File: src/rtl/i2c_pkg.sv
// Shared I2C types and bus constants for the target (and the master's state naming space).
package i2c_pkg;

    // Target FSM states; TGT_ prefix keeps them apart from the master's states.
    typedef enum logic [3:0] {
        TGT_IDLE,
        TGT_ADDR,
        TGT_ADDR_ACK,
        TGT_REG,
        TGT_REG_ACK,
        TGT_WDATA,
        TGT_WDATA_ACK,
        TGT_RDATA,
        TGT_RDATA_ACK,
        TGT_IGNORE
    } target_state_t;

    localparam logic I2C_RW_WRITE = 1'b0;
    localparam logic I2C_RW_READ  = 1'b1;
    localparam logic I2C_ACK      = 1'b0;
    localparam logic I2C_NACK     = 1'b1;

endpackage

File: src/rtl/i2c_line_cond.sv
// Bus line conditioner: synchroniser, optional glitch filter, edge strobes.
// Optional filter enabled by defining I2C_TGT_GLITCH_FILTER_EN.
module i2c_line_cond #(
    parameter int SYNC_STAGES = 2,
    parameter int FILTER_LEN  = 3
) (
    input  logic clk,
    input  logic rst,
    input  logic line,
    output logic level,
    output logic rise,
    output logic fall
);

`ifdef I2C_TGT_GLITCH_FILTER_EN
    localparam bit FILTER_EN = 1'b1;
`else
    localparam bit FILTER_EN = 1'b0;
`endif

    // A single flop is never an adequate synchroniser, so clamp the depth.
    localparam int SYNC_LEN = (SYNC_STAGES < 2) ? 2 : SYNC_STAGES;

    logic [SYNC_LEN-1:0] sync_q;
    logic                sync_out;
    logic                filt;
    logic                level_d;

    // Metastability synchroniser; resets to the idle (high) bus level.
    always_ff @(posedge clk or posedge rst) begin
        if (rst) sync_q <= '1;
        else     sync_q <= {sync_q[SYNC_LEN-2:0], line};
    end

    assign sync_out = sync_q[SYNC_LEN-1];

    if (FILTER_EN && FILTER_LEN > 1) begin : g_filter
        localparam int CNT_W = $clog2(FILTER_LEN);
        localparam logic [CNT_W-1:0] CNT_MAX = CNT_W'(FILTER_LEN - 1);
        logic [CNT_W-1:0] cnt;
        logic             filt_q;

        // Hold filter: accept a new level only after FILTER_LEN consecutive samples of it.
        always_ff @(posedge clk or posedge rst) begin
            if (rst) begin
                cnt    <= '0;
                filt_q <= 1'b1;
            end else if (sync_out != filt_q) begin
                if (cnt == CNT_MAX) begin
                    filt_q <= sync_out;
                    cnt    <= '0;
                end else begin
                    cnt <= cnt + 1'b1;
                end
            end else begin
                cnt <= '0;
            end
        end

        assign filt = filt_q;
    end else begin : g_bypass
        assign filt = sync_out;
    end

    // Delayed copy for single-cycle edge strobes.
    always_ff @(posedge clk or posedge rst) begin
        if (rst) level_d <= 1'b1;
        else     level_d <= filt;
    end

    assign level = filt;
    assign rise  = filt & ~level_d;
    assign fall  = ~filt & level_d;

endmodule

File: src/rtl/i2c_target.sv
// I2C target with 7-bit address match, register pointer, multi-byte write/read.
// Optional SCL/SDA glitch filter enabled by defining I2C_TGT_GLITCH_FILTER_EN.
module i2c_target
    import i2c_pkg::*;
#(
    parameter logic [6:0] TARGET_ADDR = 7'h1A,
    parameter int         SYNC_STAGES = 2,
    parameter int         FILTER_LEN  = 3
) (
    input  logic       clk,
    input  logic       rst,
    input  logic       scl_i,
    input  logic       sda_i,
    output logic       sda_oe,
    output logic       wr_valid,
    output logic [7:0] wr_reg,
    output logic [7:0] wr_data,
    output logic       rd_req,
    output logic [7:0] rd_reg,
    input  logic [7:0] rd_data,
    output logic       busy,
    output logic       nack_seen
);

    target_state_t state_q, state_d;

    logic       scl_s, scl_rise, scl_fall;
    logic       sda_s, sda_rise, sda_fall;
    logic       start_det, stop_det, byte_full, addr_hit;

    logic [3:0] bit_cnt, bit_cnt_d;
    logic [7:0] shreg, shreg_d;
    logic [7:0] ptr, ptr_d;
    logic [7:0] tx, tx_d;
    logic       rw, rw_d;

    logic       sda_oe_d, busy_d, nack_d, wr_valid_d, rd_req_d;
    logic [7:0] wr_reg_d, wr_data_d, rd_reg_d;

    i2c_line_cond #(.SYNC_STAGES(SYNC_STAGES), .FILTER_LEN(FILTER_LEN)) u_scl (
        .clk(clk), .rst(rst), .line(scl_i),
        .level(scl_s), .rise(scl_rise), .fall(scl_fall)
    );

    i2c_line_cond #(.SYNC_STAGES(SYNC_STAGES), .FILTER_LEN(FILTER_LEN)) u_sda (
        .clk(clk), .rst(rst), .line(sda_i),
        .level(sda_s), .rise(sda_rise), .fall(sda_fall)
    );

    // SDA may only move while SCL is high for bus conditions, never for data.
    assign start_det = sda_fall & scl_s;
    assign stop_det  = sda_rise & scl_s;
    assign byte_full = (bit_cnt == 4'd8);
    assign addr_hit  = (shreg[7:1] == TARGET_ADDR);

    // State register.
    always_ff @(posedge clk or posedge rst) begin
        if (rst) state_q <= TGT_IDLE;
        else     state_q <= state_d;
    end

    // Next-state: STOP beats START beats per-state protocol progress.
    always_comb begin
        state_d = state_q;
        if (stop_det) begin
            state_d = TGT_IDLE;
        end else if (start_det) begin
            state_d = TGT_ADDR;
        end else begin
            case (state_q)
                TGT_ADDR:      if (scl_fall && byte_full) state_d = addr_hit ? TGT_ADDR_ACK : TGT_IGNORE;
                TGT_ADDR_ACK:  if (scl_fall) state_d = (rw == I2C_RW_READ) ? TGT_RDATA : TGT_REG;
                TGT_REG:       if (scl_fall && byte_full) state_d = TGT_REG_ACK;
                TGT_REG_ACK:   if (scl_fall) state_d = TGT_WDATA;
                TGT_WDATA:     if (scl_fall && byte_full) state_d = TGT_WDATA_ACK;
                TGT_WDATA_ACK: if (scl_fall) state_d = TGT_WDATA;
                TGT_RDATA:     if (scl_fall && byte_full) state_d = TGT_RDATA_ACK;
                TGT_RDATA_ACK: if (scl_rise) state_d = (sda_s == I2C_ACK) ? TGT_RDATA : TGT_IGNORE;
                default:       state_d = state_q;
            endcase
        end
    end

    // Output/datapath next values; sda_oe only ever changes on scl_fall or a bus condition.
    always_comb begin
        sda_oe_d   = sda_oe;
        busy_d     = busy;
        nack_d     = nack_seen;
        wr_valid_d = 1'b0;
        rd_req_d   = 1'b0;
        wr_reg_d   = wr_reg;
        wr_data_d  = wr_data;
        rd_reg_d   = rd_reg;
        bit_cnt_d  = bit_cnt;
        shreg_d    = shreg;
        ptr_d      = ptr;
        tx_d       = tx;
        rw_d       = rw;

        // Read data arrives exactly one clock after the request.
        if (rd_req) tx_d = rd_data;

        if (stop_det) begin
            sda_oe_d = 1'b0;
            busy_d   = 1'b0;
        end else if (start_det) begin
            sda_oe_d  = 1'b0;
            bit_cnt_d = 4'd0;
            nack_d    = 1'b0;
        end else begin
            case (state_q)
                TGT_ADDR, TGT_REG, TGT_WDATA: begin
                    if (scl_rise && !byte_full) begin
                        shreg_d   = {shreg[6:0], sda_s};
                        bit_cnt_d = bit_cnt + 4'd1;
                        // Commit the data byte as soon as its last bit is sampled.
                        if (state_q == TGT_WDATA && bit_cnt == 4'd7) begin
                            wr_valid_d = 1'b1;
                            wr_reg_d   = ptr;
                            wr_data_d  = shreg_d;
                            ptr_d      = ptr + 8'd1;
                        end
                    end
                    if (scl_fall && byte_full) begin
                        bit_cnt_d = 4'd0;
                        if (state_q == TGT_ADDR) begin
                            rw_d = shreg[0];
                            if (addr_hit) begin
                                sda_oe_d = 1'b1;
                                busy_d   = 1'b1;
                            end
                        end else begin
                            sda_oe_d = 1'b1;
                            if (state_q == TGT_REG) ptr_d = shreg;
                        end
                    end
                end
                TGT_ADDR_ACK: begin
                    // Fetch early so the byte is ready well before the first drive edge.
                    if (scl_rise && rw == I2C_RW_READ) begin
                        rd_req_d = 1'b1;
                        rd_reg_d = ptr;
                    end
                    if (scl_fall) begin
                        if (rw == I2C_RW_READ) begin
                            sda_oe_d  = ~tx[7];
                            tx_d      = {tx[6:0], 1'b0};
                            bit_cnt_d = 4'd1;
                        end else begin
                            sda_oe_d = 1'b0;
                        end
                    end
                end
                TGT_REG_ACK, TGT_WDATA_ACK: begin
                    if (scl_fall) sda_oe_d = 1'b0;
                end
                TGT_RDATA: begin
                    if (scl_fall) begin
                        if (byte_full) begin
                            sda_oe_d  = 1'b0;
                            bit_cnt_d = 4'd0;
                        end else begin
                            sda_oe_d  = ~tx[7];
                            tx_d      = {tx[6:0], 1'b0};
                            bit_cnt_d = bit_cnt + 4'd1;
                        end
                    end
                end
                TGT_RDATA_ACK: begin
                    if (scl_rise) begin
                        if (sda_s == I2C_ACK) begin
                            ptr_d    = ptr + 8'd1;
                            rd_req_d = 1'b1;
                            rd_reg_d = ptr + 8'd1;
                        end else begin
                            nack_d = 1'b1;
                        end
                    end
                end
                TGT_IGNORE: sda_oe_d = 1'b0;
                default: ;
            endcase
        end
    end

    // Output and datapath registers; reset releases the bus immediately.
    always_ff @(posedge clk or posedge rst) begin
        if (rst) begin
            sda_oe    <= 1'b0;
            busy      <= 1'b0;
            nack_seen <= 1'b0;
            wr_valid  <= 1'b0;
            rd_req    <= 1'b0;
            wr_reg    <= 8'h00;
            wr_data   <= 8'h00;
            rd_reg    <= 8'h00;
            bit_cnt   <= 4'd0;
            shreg     <= 8'h00;
            ptr       <= 8'h00;
            tx        <= 8'h00;
            rw        <= I2C_RW_WRITE;
        end else begin
            sda_oe    <= sda_oe_d;
            busy      <= busy_d;
            nack_seen <= nack_d;
            wr_valid  <= wr_valid_d;
            rd_req    <= rd_req_d;
            wr_reg    <= wr_reg_d;
            wr_data   <= wr_data_d;
            rd_reg    <= rd_reg_d;
            bit_cnt   <= bit_cnt_d;
            shreg     <= shreg_d;
            ptr       <= ptr_d;
            tx        <= tx_d;
            rw        <= rw_d;
        end
    end

endmodule
File: config.mk
export PLATFORM = sky130hd
export DESIGN_NAME = i2c_target
export DESIGN_NICKNAME = d
export VERILOG_FILES = /design/src/rtl/i2c_pkg.sv /design/src/rtl/i2c_line_cond.sv /design/src/rtl/i2c_target.sv
export SDC_FILE = /design/constraint.sdc
export NUM_CORES = 1
export LEC_CHECK = 0
export BUFFER_PORTS_ARGS = -buffer_cell sky130_fd_sc_hd__buf_2
export CAP_MARGIN = 20
export CORE_MARGIN = 3
export CORE_UTILIZATION = 40
export DETAILED_ROUTE_END_ITERATION = 8
export MAX_ROUTING_LAYER = met4
export PLACE_DENSITY_LB_ADDON = 0.1
export SLEW_MARGIN = 30
export SYNTH_ARGS = -nofsm -noshare
export SYNTH_HDL_FRONTEND = slang
export SYNTH_SLANG_ARGS = --single-unit
export TNS_END_PERCENT = 1
File: constraint.sdc
create_clock -name clk -period 5.7 [get_ports clk]
set_input_delay 0.285 -clock clk [delete_from_list [all_inputs] [get_ports clk]]
set_output_delay 0.285 -clock clk [all_outputs]
set_load 0.01 [all_outputs]
==> out/qor.csv <==
metric;value;unit
run status;completed;
maximum fanout encountered on the critical timing path;24;
number of clock buffers inserted by TritonCTS;9;
drt initial violations;129;
Resized cells post-CTS;0;
Largest stage delay, worst path;0.77;ns
endpoint required time on the critical path;5.93;ns
drt wl/cell;16.68;um
Critical Setup Path Class;reg -> reg;
number of pins with negative max-slew slack in the final report;0;
share of final-layout standard cells stronger than drive strength 1;22.71;%
via/cell ratio;5.547;
Main synth FF type;sky130_fd_sc_hd__dfrtp_1;
clock sink count;68;
Lkg Pwr;0.001921;uW
relative area change from synthesis to final layout;12.24;%
number of top-level pins;41;
count of buffers inserted at the top-level ports;40;
clock tree from TritonCTS;yes;
number of placed instances with taps included;549;
total number of H-tree levels;3;
endpoint type of the worst setup path;flop;
Min Clock Period, post-route;2.826;ns
sequential share of the synthesized area;44.71;%
mapped cell area;3822;um2
detailed-route via count;3134;
initial antenna violation count;0;
CP Launch Type;flop;
WP data arrival;3.05;ns
total iterations of the first detailed-routing run;5;
delay-heaviest family, CP;simple AND/OR/NAND/NOR gates;
top achievable clock speed;353.9;MHz
Synth warnings;0;
pin count of the biggest net entering global routing;69;
starting utilization of the core area;41.17;%
worst min-delay path class;in -> reg;
Routed Wire Length;9.424;mm
Clock Tree Root;sky130_fd_sc_hd__clkbuf_8;
filler cell count in the final layout;937;
count of standard-cell rows;35;
maximum count of clock buffers along a single path;2;
cells after synthesis;408;
via count of the first global-routing pass;3076;
worst-path cell chain;nand2b_1, nor4_1, nand2_1, mux2_2;
chip width;103.8;um
clock-pin slew on the worst setup and hold paths;0.08;ns
core outline area;9284;um2
GRT Residual Overflow;0;
power density cells;416.2;nW/um2
post-cts hold buffer count;0;
die height;103.8;um
final routed DRC violation total;0;
relative slew slack;39.18;%
detailed-placement wirelength estimate;6.429;mm
syn_area_per_cell;9.369;um2
final-report setup violation count;0;
Max Clock Skew;0.01442;ns
final hold vios;0;
Post-CTS Setup Inserts;0;
worst IR drop on VDD;0.0002039;V
Worst-Margin Slew;0.9090;ns
clock latency reported for the late side of the worst-skew pair;0.35;ns
Total Die Area;10770;um2
non-filler instance count after layout;565;
unrepaired setup endpoints after global routing;no;
Buf/Inv on CP;0;
Synth Register Bits;68;
Crit-path slowest cell;sky130_fd_sc_hd__dfrtp_1;
number of enable-type register cells in the synthesized netlist;0;
syn nets;423;
MaxCap Viol Count;0;
Setup TNS Final;0;ns
share of the clock period used by the worst path;49.58;%
gp weighted congestion;0.9363;
fraction of registers with async set/reset;100.0;%
post-detailed-route count of antenna-violating nets;0;
antenna fix cells;0;
net count of the finished layout;446;
Distinct cells, synth;68;
first-pass GRT wire length;15.82;mm
Global Route Usage Sum;18.45;%
worst paths after layout:
kind | start | to | slack, ns | depth (start not counted)
worst max-delay path | state_q[0] | wr_data[0] | 2.87 | 4
worst min-delay path | sda_i | u_sda.sync_q[0] | 0.03 | 1
worst max register to register | state_q[0] | wr_data[0] | 2.87 | 4
worst min register to register | u_scl.sync_q[0] | u_scl.sync_q[1] | 0.36 | 0
max in group asynchronous | rst | nack_seen | 4.96 | 3
min in group asynchronous | rst | wr_reg[2] | 0.17 | 3
cells in the mapped netlist (2+ instances only):
master	instances	area (um2)
sky130_fd_sc_hd__dfrtp_1	62	1551
sky130_fd_sc_hd__nand2_1	39	146.4
sky130_fd_sc_hd__nor2_1	39	146.4
sky130_fd_sc_hd__a21oi_1	32	160.2
sky130_fd_sc_hd__o21ai_0	21	105.1
sky130_fd_sc_hd__mux2_2	19	214.0
sky130_fd_sc_hd__a211oi_1	15	112.6
sky130_fd_sc_hd__clkbuf_1	14	52.55
sky130_fd_sc_hd__nor2b_1	13	81.33
sky130_fd_sc_hd__nand3_1	12	60.06
sky130_fd_sc_hd__buf_2	10	50.05
sky130_fd_sc_hd__inv_1	10	37.54
sky130_fd_sc_hd__a31oi_1	9	56.30
sky130_fd_sc_hd__and3_1	7	43.79
sky130_fd_sc_hd__nand2b_1	7	43.79
sky130_fd_sc_hd__xnor2_1	7	61.31
sky130_fd_sc_hd__dfstp_2	6	157.7
sky130_fd_sc_hd__nor3_1	5	25.02
sky130_fd_sc_hd__nand3b_1	4	30.03
sky130_fd_sc_hd__nor3b_1	4	30.03
sky130_fd_sc_hd__o31ai_1	4	30.03
sky130_fd_sc_hd__and2_1	3	18.77
sky130_fd_sc_hd__ha_1	3	37.54
sky130_fd_sc_hd__mux2i_1	3	30.03
sky130_fd_sc_hd__nand4_1	3	18.77
sky130_fd_sc_hd__o211ai_1	3	22.52
sky130_fd_sc_hd__o22ai_1	3	18.77
sky130_fd_sc_hd__or2_2	3	18.77
sky130_fd_sc_hd__a21o_1	2	15.01
sky130_fd_sc_hd__a22o_1	2	17.52
sky130_fd_sc_hd__a2bb2oi_1	2	17.52
sky130_fd_sc_hd__and4_1	2	17.52
sky130_fd_sc_hd__buf_1	2	7.510
sky130_fd_sc_hd__buf_4	2	15.01
sky130_fd_sc_hd__o311a_1	2	20.02
sky130_fd_sc_hd__xor2_1	2	17.52
power breakdown:
| part | internal, uW | switching [uW] |
|---|---|---|
| registers | 592 | 169 |
| clock network | 254 | 209 |
| logic | 256 | 305 |
| total | 1100 | 684 |
metal layers:
metal | up-vias | global-route usage (%) | part of all wire, %
met4 | 0 | 4.843 | 1.4
met1 | 1513 | 23.96 | 45
met2 | 88 | 29.58 | 48
li1 | 1519 | - | -
met5 | - | - | 0
met3 | 14 | 3.925 | 5.4
through the flow:
| stage | setup slack, ns | cell area, um2 | hold WS (ns) | power [uW] | util [%] |
|---|---|---|---|---|---|
| 4_1_cts | 2.887 | 4284 | 0.01565 | 1798 | 46.15 |
| 6_report | 2.874 | 4290 | 0.02892 | 1786 | 46.21 |
| 5_1_grt | 2.603 | 4290 | 0.007376 | 1908 | 46.21 |
| 2_1_floorplan | 3.699 | 3822 | 0.2895 | 1177 | - |
| 3_5_place_dp | 2.929 | 4055 | 0.3482 | 1326 | 43.68 |
| 3_3_place_gp | 2.982 | 4055 | 0.3468 | 1318 | 43.68 |
cell families (layout without fill, tap and decap cells):
| family | after synthesis | after routing | share of synthesized area (%) |
|---|---|---|---|
| XOR/XNOR | 9 | 9 | 2.062 |
| flip-flops | 68 | 68 | 44.71 |
| multiplexers | 22 | 22 | 6.383 |
| AO/OA/AOI/OAI | 113 | 113 | 19.61 |
| AND/OR/NAND/NOR | 154 | 154 | 21.70 |
| adder cells (fa/ha/maj) | 3 | 3 | 0.9821 |
| buffers and inverters | 39 | 67 | 4.550 |
layout by cell type, fill, tap and decap left out, types with 3 or more instances in the layout:
cell	count
sky130_fd_sc_hd__a211oi_1	15
sky130_fd_sc_hd__a21oi_1	32
sky130_fd_sc_hd__a31oi_1	9
sky130_fd_sc_hd__and2_1	3
sky130_fd_sc_hd__and3_1	7
sky130_fd_sc_hd__buf_2	40
sky130_fd_sc_hd__clkbuf_8	9
sky130_fd_sc_hd__dfrtp_1	62
sky130_fd_sc_hd__dfstp_2	6
sky130_fd_sc_hd__ha_1	3
sky130_fd_sc_hd__inv_1	9
sky130_fd_sc_hd__inv_6	3
sky130_fd_sc_hd__mux2_2	19
sky130_fd_sc_hd__mux2i_1	3
sky130_fd_sc_hd__nand2_1	39
sky130_fd_sc_hd__nand2b_1	7
sky130_fd_sc_hd__nand3_1	12
sky130_fd_sc_hd__nand3b_1	4
sky130_fd_sc_hd__nand4_1	3
sky130_fd_sc_hd__nor2_1	39
sky130_fd_sc_hd__nor2b_1	13
sky130_fd_sc_hd__nor3_1	5
sky130_fd_sc_hd__nor3b_1	4
sky130_fd_sc_hd__o211ai_1	3
sky130_fd_sc_hd__o21ai_0	21
sky130_fd_sc_hd__o22ai_1	3
sky130_fd_sc_hd__o31ai_1	4
sky130_fd_sc_hd__or2_2	3
sky130_fd_sc_hd__xnor2_1	7
worst register-to-register path, stage by stage, from the launching register on:
cell and delay (ns):
sky130_fd_sc_hd__dfrtp_1 0.77, sky130_fd_sc_hd__nand2b_1 0.30, sky130_fd_sc_hd__nor4_1 0.56, sky130_fd_sc_hd__nand2_1 0.61, sky130_fd_sc_hd__mux2_2 0.47
final cells by class:
type	count	area, um2	share of cell area, %
clock buffers	9	123.9	2.887
clock inverters	7	105.1	2.450
inverters	10	37.54	0.8749
multi-input cells	301	1946	45.35
flip-flops and latches	68	1709	39.84
well taps	129	161.4	3.762
repair buffers	41	207.7	4.841
Note: power is estimated with default switching activity, not from simulation.
